`src/rtl/axil_bch_regs.sv`:
```
// rtl/axil_bch_regs.sv - AXI4-Lite register block driving a BCH codec command/response port
// Software loads DATA_IN and MODE, pulses START, polls STATUS, then reads DATA_OUT/RSP_STAT.
module axil_bch_regs #(
  parameter int                ADDR_W   = 21,
  parameter int                DATA_W   = 32,
  parameter logic [DATA_W-1:0] ID_VALUE = 32'h0BC4_0001
) (
  input  logic                clk,
  input  logic                rst_n,

  input  logic                s_axil_awvalid,
  output logic                s_axil_awready,
  input  logic [ADDR_W-1:0]   s_axil_awaddr,
  input  logic [2:0]          s_axil_awprot,
  input  logic                s_axil_wvalid,
  output logic                s_axil_wready,
  input  logic [DATA_W-1:0]   s_axil_wdata,
  input  logic [DATA_W/8-1:0] s_axil_wstrb,
  output logic                s_axil_bvalid,
  input  logic                s_axil_bready,
  output logic [1:0]          s_axil_bresp,
  input  logic                s_axil_arvalid,
  output logic                s_axil_arready,
  input  logic [ADDR_W-1:0]   s_axil_araddr,
  input  logic [2:0]          s_axil_arprot,
  output logic                s_axil_rvalid,
  input  logic                s_axil_rready,
  output logic [DATA_W-1:0]   s_axil_rdata,
  output logic [1:0]          s_axil_rresp,

  output logic                cmd_valid,
  input  logic                cmd_ready,
  output logic                cmd_mode,
  output logic [DATA_W-1:0]   cmd_data,
  input  logic                rsp_valid,
  input  logic [DATA_W-1:0]   rsp_data,
  input  logic [7:0]          rsp_status
);

  localparam int STRB_W = DATA_W / 8;

  localparam logic [2:0] IDX_CTRL     = 3'd0;
  localparam logic [2:0] IDX_STATUS   = 3'd1;
  localparam logic [2:0] IDX_DATA_IN  = 3'd2;
  localparam logic [2:0] IDX_DATA_OUT = 3'd3;
  localparam logic [2:0] IDX_RSP_STAT = 3'd4;
  localparam logic [2:0] IDX_SCRATCH  = 3'd5;
  localparam logic [2:0] IDX_ID       = 3'd6;
  localparam logic [2:0] IDX_UNMAPPED = 3'd7;

  localparam logic [1:0] RESP_OKAY   = 2'b00;
  localparam logic [1:0] RESP_SLVERR = 2'b10;

  localparam logic [0:0] ST_IDLE = 1'b0;
  localparam logic [0:0] ST_BUSY = 1'b1;

  logic              ready_en;
  logic              aw_held;
  logic [2:0]        aw_idx_q;
  logic              w_held;
  logic [DATA_W-1:0] w_data_q;
  logic [STRB_W-1:0] w_strb_q;

  logic              mode;
  logic              done;
  logic              overrun;
  logic [DATA_W-1:0] data_in;
  logic [DATA_W-1:0] data_out;
  logic [7:0]        rsp_stat;
  logic [DATA_W-1:0] scratch;
  logic [0:0]        state;

  logic              aw_hs;
  logic              w_hs;
  logic              ar_hs;
  logic              commit;
  logic [2:0]        c_idx;
  logic [DATA_W-1:0] c_data;
  logic [STRB_W-1:0] c_strb;
  logic              start_req;
  logic              clr_done;
  logic              clr_overrun;
  logic              rsp_accept;
  logic [DATA_W-1:0] rd_data;
  logic [1:0]        rd_resp;
  logic              unused_bits;

  assign unused_bits = ^{s_axil_awprot, s_axil_arprot,
                         s_axil_awaddr[ADDR_W-1:5], s_axil_awaddr[1:0],
                         s_axil_araddr[ADDR_W-1:5], s_axil_araddr[1:0]};

  // Readies depend only on flops so no AXI input reaches an AXI output combinationally.
  assign s_axil_awready = ready_en & ~aw_held & ~s_axil_bvalid;
  assign s_axil_wready  = ready_en & ~w_held & ~s_axil_bvalid;
  assign s_axil_arready = ready_en & ~s_axil_rvalid;
  assign cmd_data       = data_in;

  assign aw_hs = s_axil_awvalid & s_axil_awready;
  assign w_hs  = s_axil_wvalid & s_axil_wready;
  assign ar_hs = s_axil_arvalid & s_axil_arready;

  // A beat arriving this cycle counts as a full holding register, giving 1 write per 2 cycles.
  assign commit = (aw_held | aw_hs) & (w_held | w_hs);
  assign c_idx  = aw_held ? aw_idx_q : s_axil_awaddr[4:2];
  assign c_data = w_held ? w_data_q : s_axil_wdata;
  assign c_strb = w_held ? w_strb_q : s_axil_wstrb;

  assign start_req   = commit & (c_idx == IDX_CTRL) & c_strb[0] & c_data[0];
  assign clr_done    = commit & (c_idx == IDX_STATUS) & c_strb[0] & c_data[1];
  assign clr_overrun = commit & (c_idx == IDX_STATUS) & c_strb[0] & c_data[2];
  assign rsp_accept  = rsp_valid & (state == ST_BUSY);

  function automatic logic [DATA_W-1:0] merge_strb(input logic [DATA_W-1:0] cur,
                                                   input logic [DATA_W-1:0] nxt,
                                                   input logic [STRB_W-1:0] strb);
    logic [DATA_W-1:0] res;
    res = cur;
    for (int i = 0; i < STRB_W; i++) begin
      if (strb[i]) res[i*8 +: 8] = nxt[i*8 +: 8];
    end
    return res;
  endfunction

  always_ff @(posedge clk) begin
    if (!rst_n) begin
      ready_en      <= 1'b0;
      aw_held       <= 1'b0;
      aw_idx_q      <= '0;
      w_held        <= 1'b0;
      w_data_q      <= '0;
      w_strb_q      <= '0;
      s_axil_bvalid <= 1'b0;
      s_axil_bresp  <= RESP_OKAY;
    end else begin
      ready_en <= 1'b1;
      if (commit) aw_held <= 1'b0;
      else if (aw_hs) aw_held <= 1'b1;
      if (aw_hs) aw_idx_q <= s_axil_awaddr[4:2];
      if (commit) w_held <= 1'b0;
      else if (w_hs) w_held <= 1'b1;
      if (w_hs) begin
        w_data_q <= s_axil_wdata;
        w_strb_q <= s_axil_wstrb;
      end
      if (commit) begin
        s_axil_bvalid <= 1'b1;
        s_axil_bresp  <= (c_idx == IDX_UNMAPPED) ? RESP_SLVERR : RESP_OKAY;
      end else if (s_axil_bready) begin
        s_axil_bvalid <= 1'b0;
      end
    end
  end

  always_ff @(posedge clk) begin
    if (!rst_n) begin
      mode    <= 1'b0;
      data_in <= '0;
      scratch <= '0;
      done    <= 1'b0;
      overrun <= 1'b0;
    end else begin
      if (commit) begin
        case (c_idx)
          IDX_CTRL:    if (c_strb[0]) mode <= c_data[1];
          IDX_DATA_IN: data_in <= merge_strb(data_in, c_data, c_strb);
          IDX_SCRATCH: scratch <= merge_strb(scratch, c_data, c_strb);
          default:     ;
        endcase
      end
      // Status sticky bits: a new event in the same cycle beats the software clear.
      if (rsp_accept) done <= 1'b1;
      else if (clr_done) done <= 1'b0;
      if (start_req && state == ST_BUSY) overrun <= 1'b1;
      else if (clr_overrun) overrun <= 1'b0;
    end
  end

  always_ff @(posedge clk) begin
    if (!rst_n) begin
      state     <= ST_IDLE;
      cmd_valid <= 1'b0;
      cmd_mode  <= 1'b0;
      data_out  <= '0;
      rsp_stat  <= '0;
    end else begin
      case (state)
        ST_IDLE: begin
          if (start_req) begin
            state     <= ST_BUSY;
            cmd_valid <= 1'b1;
            cmd_mode  <= c_data[1];
          end
        end
        default: begin
          if (rsp_valid) begin
            state     <= ST_IDLE;
            cmd_valid <= 1'b0;
            data_out  <= rsp_data;
            rsp_stat  <= rsp_status;
          end else if (cmd_ready) begin
            cmd_valid <= 1'b0;
          end
        end
      endcase
    end
  end

  always_comb begin
    rd_data = '0;
    rd_resp = RESP_OKAY;
    case (s_axil_araddr[4:2])
      IDX_CTRL:     rd_data[1]   = mode;
      IDX_STATUS:   rd_data[2:0] = {overrun, done, state == ST_BUSY};
      IDX_DATA_IN:  rd_data      = data_in;
      IDX_DATA_OUT: rd_data      = data_out;
      IDX_RSP_STAT: rd_data[7:0] = rsp_stat;
      IDX_SCRATCH:  rd_data      = scratch;
      IDX_ID:       rd_data      = ID_VALUE;
      default:      rd_resp      = RESP_SLVERR;
    endcase
  end

  // Read data is sampled from the pre-edge registers, so a same-cycle write is not visible yet.
  always_ff @(posedge clk) begin
    if (!rst_n) begin
      s_axil_rvalid <= 1'b0;
      s_axil_rdata  <= '0;
      s_axil_rresp  <= RESP_OKAY;
    end else if (ar_hs) begin
      s_axil_rvalid <= 1'b1;
      s_axil_rdata  <= rd_data;
      s_axil_rresp  <= rd_resp;
    end else if (s_axil_rready) begin
      s_axil_rvalid <= 1'b0;
    end
  end

endmodule

```
`config.mk`:
```
export PLATFORM = sky130hd
export DESIGN_NAME = axil_bch_regs
export DESIGN_NICKNAME = d
export VERILOG_FILES = /design/src/rtl/axil_bch_regs.sv
export SDC_FILE = /design/constraint.sdc
export NUM_CORES = 1
export LEC_CHECK = 0
export CELL_PAD_IN_SITES_DETAIL_PLACEMENT = 2
export CELL_PAD_IN_SITES_GLOBAL_PLACEMENT = 2
export CORE_MARGIN = 2
export CORE_UTILIZATION = 32
export DETAILED_ROUTE_END_ITERATION = 8
export MAX_ROUTING_LAYER = met4
export PLACE_DENSITY = 0.95
export SYNTH_ARGS = -nofsm -noshare
export SYNTH_HDL_FRONTEND = slang
export SYNTH_SLANG_ARGS = --single-unit
export TNS_END_PERCENT = 50
```
`constraint.sdc`:
```
create_clock -name clk -period 3.9 [get_ports clk]
set_clock_uncertainty 0.1 [all_clocks]
set_input_delay 0.78 -clock clk [delete_from_list [all_inputs] [get_ports clk]]
set_output_delay 0.78 -clock clk [all_outputs]
set_load 0.02 [all_outputs]
```
; Word level (Yosys, flattened, before mapping)
; Cells that the tools add are included.
[word_totals]
register_bits = 190
latch_bits = 0
mem_bits_rw = 0
mem_bits_ro = 0
inputBits = 133
out_inout_bits = 75
wordCells = 111
memories = 0
[classes]
add_sub_neg = 0
n_mul = 0
n_div = 0
n_lt_le_gt_ge = 0
eq_ne = 11
shift = 0
muxes = 26
bitwise = 25
n_reduce_logical = 22
[op_table]
columns = operator, count
row1 = $pmux 24 s4, 1
row2 = $mux 32, 1
row3 = $reduce_and 3->1, 9
row4 = $pmux 5 s4, 1
row5 = $and 1x1->1, 17
row6 = $mux 1, 16
row7 = $eq 3x3->1 const B, 5
row8 = $pmux 1 s6, 2
row9 = $reduce_bool 2->1, 5
row10 = $eq 3x2->1 const B, 3
row11 = $reduce_or 7->1, 1
row12 = $eq 3x1->1 const B, 2
row13 = $logic_not 3->1, 2
row14 = $not 1->1, 6
row15 = $reduce_and 2->1, 3
row16 = $pmux 1 s5, 1
row17 = $mux 2, 2
row18 = $mux 4, 1
row19 = $mux 3, 1
row20 = $ne 3x3->1 const B, 1
row21 = $or 1x1->1, 2
row22 = $reduce_or 2->1, 1
row23 = $logic_and 1x1->1, 1

; Depth between registers and ports, before layout
[depth]
word_depth = 11
depth_mapped = 7
depth_no_buf = 4

; Worst setup path before layout
; Ideal clock, no wire load.
[synth_path]
kind = input-to-reg
from = in s_axil_awaddr[2]
to = reg cmd_mode
setup_ps = 120
t_arrival_ps = 1938
required_ps = 3680
setup_slack_ps = 1742
cell_stages = 4
n_path_buf = 0
path_cell_list = mux2_4 > or3_1 > or4_4 > mux2i_1
[synth_between]
elab_chain_len = 6
[synth_lines]
columns = item, line
row1 = start: declaration, 13  ; input logic [ADDR_W-1:0] s_axil_awaddr,
row2 = $mux 3, 104  ; assign c_idx = aw_held ? aw_idx_q : s_axil_awaddr[4:2];
row3 = $logic_not 3->1, 108  ; assign start_req = commit & (c_idx == IDX_CTRL) & c_strb[0] & c_data[0];
row4 = $and 1x1->1 (3 in series), 108
row5 = $reduce_and 2->1 (no line), -
row6 = end signal: assignment, 191  ; cmd_mode <= c_data[1];
row7 = end: declaration, 33  ; output logic cmd_mode,
; No other way between the ends.
; A chain may end at the register's enable or synchronous reset.

; Worst setup path in the final report
[layout_path]
from = in s_axil_araddr[3]
to = reg s_axil_rdata[16]
[layout_between]
elab_chain_len = 2
elab_cells_between_ends = 5
cone_classes = eq/ne: 4 / mux: 1
[layout_lines]
columns = item, line
row1 = start: declaration, 24  ; input logic [ADDR_W-1:0] s_axil_araddr,
row2 = $eq 3x3->1 or $eq 3x2->1 (tied branches), 211  ; case (s_axil_araddr[4:2])
row3 = $pmux 24 s4 (*), 211
row4 = end signal: assignment, 231  ; s_axil_rdata <= rd_data;
row5 = end: declaration, 28  ; output logic [DATA_W-1:0] s_axil_rdata,
; Mark *: on every way between the ends. The rest lies on a longest branch, timed or not.

==> impl_metrics.env <==
export IMPL_status="finished with violations"
export IMPL_violations="design-rule violations"
export IMPL_cp_start_kind="input pin"
export IMPL_drtPass1Iterations=9
export IMPL_path_class="in2reg"
export IMPL_root_buffer="clkbuf_16"
export IMPL_path_buf_inv=1
export IMPL_synth_top_area_cell="dfxtp_1"
export IMPL_sw_frac_of_total=0.2733
export IMPL_yosysSeqAreaShare=0.4416
export IMPL_clock_latency_ns=0.43
export IMPL_final_hold_viol_count=0
export IMPL_cts_htree_levels=4
export IMPL_numCtsBuffers=17
export IMPL_cts_setup_buffers=0
export IMPL_vias=7324
export IMPL_hpwl_mm=20.84
export IMPL_start_util=0.3262
export IMPL_max_freq_mhz=343.6
export IMPL_pwr_share_seq=0.466
export IMPL_wirelength_mm=30.27
export IMPL_fin_crit_ns=2.910
export IMPL_path_max_fanout=18
export IMPL_layout_commonest_cell="nand2_1"
export IMPL_max_stage_delay_ns=0.83
export IMPL_fin_cells=1404
export IMPL_cts_buffer_depth=2
export IMPL_yosys_register_bits=188
export IMPL_cts_sinks=188
export IMPL_gp_congestion=0.7574
export IMPL_grt_overflow=0
export IMPL_dominantRegCellSynth="dfxtp_1"
export IMPL_yosys_cell_types_count=48
export IMPL_power_total_mw=4.256
export IMPL_synth_area_per_cell_um2=9.184
export IMPL_layout_common_cells="257 x nand2_1, 187 x dfxtp_1, 161 x clkdlybuf4s50_1"
export IMPL_dp_cells=1371
export IMPL_p_leak_nw=3.804
export IMPL_grt_pass1_vias=8371
export IMPL_track_usage=0.2251
export IMPL_io_buffers=163
export IMPL_synth_cells=928
export IMPL_grt_first_pass_wirelength_mm=47.65
export IMPL_core_um2=26130
export IMPL_avgRoutedWirePerCell_um=21.56
export IMPL_tns_ns=0
export IMPL_syn_cell_area_um2=8523
export IMPL_cts_tree="done"
export IMPL_die_w_um=167.2
export IMPL_slew_viol_final=0
export IMPL_die_y_um=167.2
export IMPL_worst_pin_slew_ns=0.9276
export IMPL_maxCapViolCount=0
export IMPL_fin_area_um2=11000
export IMPL_end_kind="register"
export IMPL_via_per_inst=5.217
export IMPL_cts_hold_buf=0
export IMPL_setup_viol=0
export IMPL_core_rowCount=59
export IMPL_slowest_stage="clkdlybuf4s50_1"
export IMPL_antenna_found_initial=1
export IMPL_crit_required_ns=4.16
export IMPL_synth_area_leaders="dfxtp_1 44%, mux2i_1 12%, nand2_1 11%"
export IMPL_grt_setup_unrepaired="false"
export IMPL_cts_resized=0
export IMPL_worstPathCellList="clkdlybuf4s50_1 -> a21boi_0 -> o21a_1 -> a22oi_1 -> nor2b_1"
export IMPL_p_int_mw=3.093
export IMPL_hp_class="reg2reg"
export IMPL_io_pins=208
export IMPL_drive_above_1_share=0.08895
export IMPL_slew_headroom=0.3816
export IMPL_clk_pin_slew_worst_paths_ns=0.08
export IMPL_synth_edf_count=0
export IMPL_arrival_ns=3.17
export IMPL_cp_top_family="compound AO/OA/AOI/OAI gates"
export IMPL_holdWs_ns=0.3662
export IMPL_synth_warning_count=0
export IMPL_p_per_area_nw_per_um2=386.9
export IMPL_antenna_left=0
export IMPL_synthArstFlopShare=0
export IMPL_dpl_cell_area_um2=10380
export IMPL_pwr_share_comb=0.107
export IMPL_grt_max_degree=112
export IMPL_synthToLayoutAreaGrowth_pct=29.07
export IMPL_yosysTopAreaCellShare=0.4416
export IMPL_drt_initial_drc_count=364
export IMPL_nNetsFinal=1188
export IMPL_drc_errors=10
export IMPL_dieArea_um2=27960
export IMPL_switching_power_mw=1.163
export IMPL_fin_crit_sh=0.7462
export IMPL_peakVddDrop_mv=0.2025
export IMPL_p_clk_frac=0.427
## per-stage QoR
step             util  setup WS, ns
6_report       0.4210        0.9896
5_1_grt        0.4210        0.8417
4_1_cts        0.4209         1.056
3_5_place_dp   0.3973        0.6859
3_3_place_gp   0.3973        0.9263
2_1_floorplan       -         1.742
## synth_stat cells, types with 3 or more instances
| cell | number |
|---|---|
| nand2_1 | 257 |
| dfxtp_1 | 188 |
| mux2i_1 | 104 |
| a21boi_0 | 79 |
| clkbuf_1 | 50 |
| nor2b_1 | 33 |
| mux2_2 | 31 |
| a22oi_1 | 21 |
| o2bb2ai_1 | 18 |
| and3b_1 | 17 |
| o21ai_0 | 17 |
| buf_2 | 13 |
| a21oi_1 | 9 |
| and2_1 | 8 |
| nand2b_1 | 8 |
| nor2_1 | 8 |
| nor3_4 | 8 |
| o21a_1 | 7 |
| a21boi_1 | 6 |
| o221ai_1 | 6 |
| o211a_1 | 5 |
| buf_4 | 3 |
| nor3_1 | 3 |
| nor3b_1 | 3 |
## area by class of cell
cell class                      count  area [µm²]
Multi-Input combinational cell    672        4463
Inverter                            1       3.754
Timing Repair Buffer              175        1730
Clock buffer                       17       425.4
Sequential cell                   188        3765
Clock inverter                     15       191.4
Antenna cell                        1       2.502
Tap cell                          335       419.2
Fill cell                        2858       15130
## kinds of logic after synthesis
kind of cell | after synthesis | share of synthesized area
AOI/OAI and AO/OA | 178 | 0.1572
and+or+nand+nor | 355 | 0.1989
other | 1 | 0.0004400
buffers and inverters | 69 | 0.03538
muxes | 137 | 0.1665
DFF | 188 | 0.4416
## worst reg2reg max path: cells and delay by family (launching register included)
family                 cells  cell delay, ns
muxes                      2            0.58
DFF                        1            0.73
and+or+nand+nor            1            0.64
buffers and inverters      1            0.42
## sequential cells by signal, summed over array words and instances, names as in the netlist, 3 cells and up
| register | count |
|---|---|
| cmd_data | 32 |
| data_out | 32 |
| s_axil_rdata | 32 |
| scratch | 32 |
| w_data_q | 32 |
| rsp_stat | 8 |
| w_strb_q | 4 |
| aw_idx_q | 3 |
## path summary, 6_finish.rpt
| path | depth (start not counted) | from | slack [ns] | to |
|---|---|---|---|---|
| worst min register to register | 2 | mode$_SDFFE_PN0P_ | 0.37 | mode$_SDFFE_PN0P_ |
| worst max-delay path | 5 | s_axil_araddr[3] | 0.99 | s_axil_rdata[16]$_SDFFE_PN0P_ |
| worst max register to register | 4 | w_held$_SDFFE_PP0P_ | 1.35 | cmd_data[13]$_SDFFE_PN0P_ |
| worst min-delay path | 2 | mode$_SDFFE_PN0P_ | 0.37 | mode$_SDFFE_PN0P_ |
## per-layer routing
| metal | wire length (µm) | share of wire | up-vias | global-route usage |
|---|---|---|---|---|
| met2 | 16430 | 0.54 | 156 | 0.4258 |
| met1 | 12260 | 0.41 | 3705 | 0.2429 |
| met5 | 0 | 0 | - | - |
| li1 | - | - | 3431 | - |
| met4 | 474 | 0.016 | 0 | 0.05936 |
| met3 | 1103 | 0.036 | 32 | 0.03734 |
## power groups by stage
stage / combinational [mW] / sequential, mW / clock, mW
after floorplan: 0.251 / 2.02 / 0
after global placement: 0.437 / 2.03 / 0
after detailed placement: 0.455 / 2.03 / 0
after CTS: 0.462 / 1.99 / 1.86
after global routing: 0.490 / 1.99 / 1.94
final: 0.456 / 1.98 / 1.82
No activity file was read; power rests on OpenSTA's default activity.
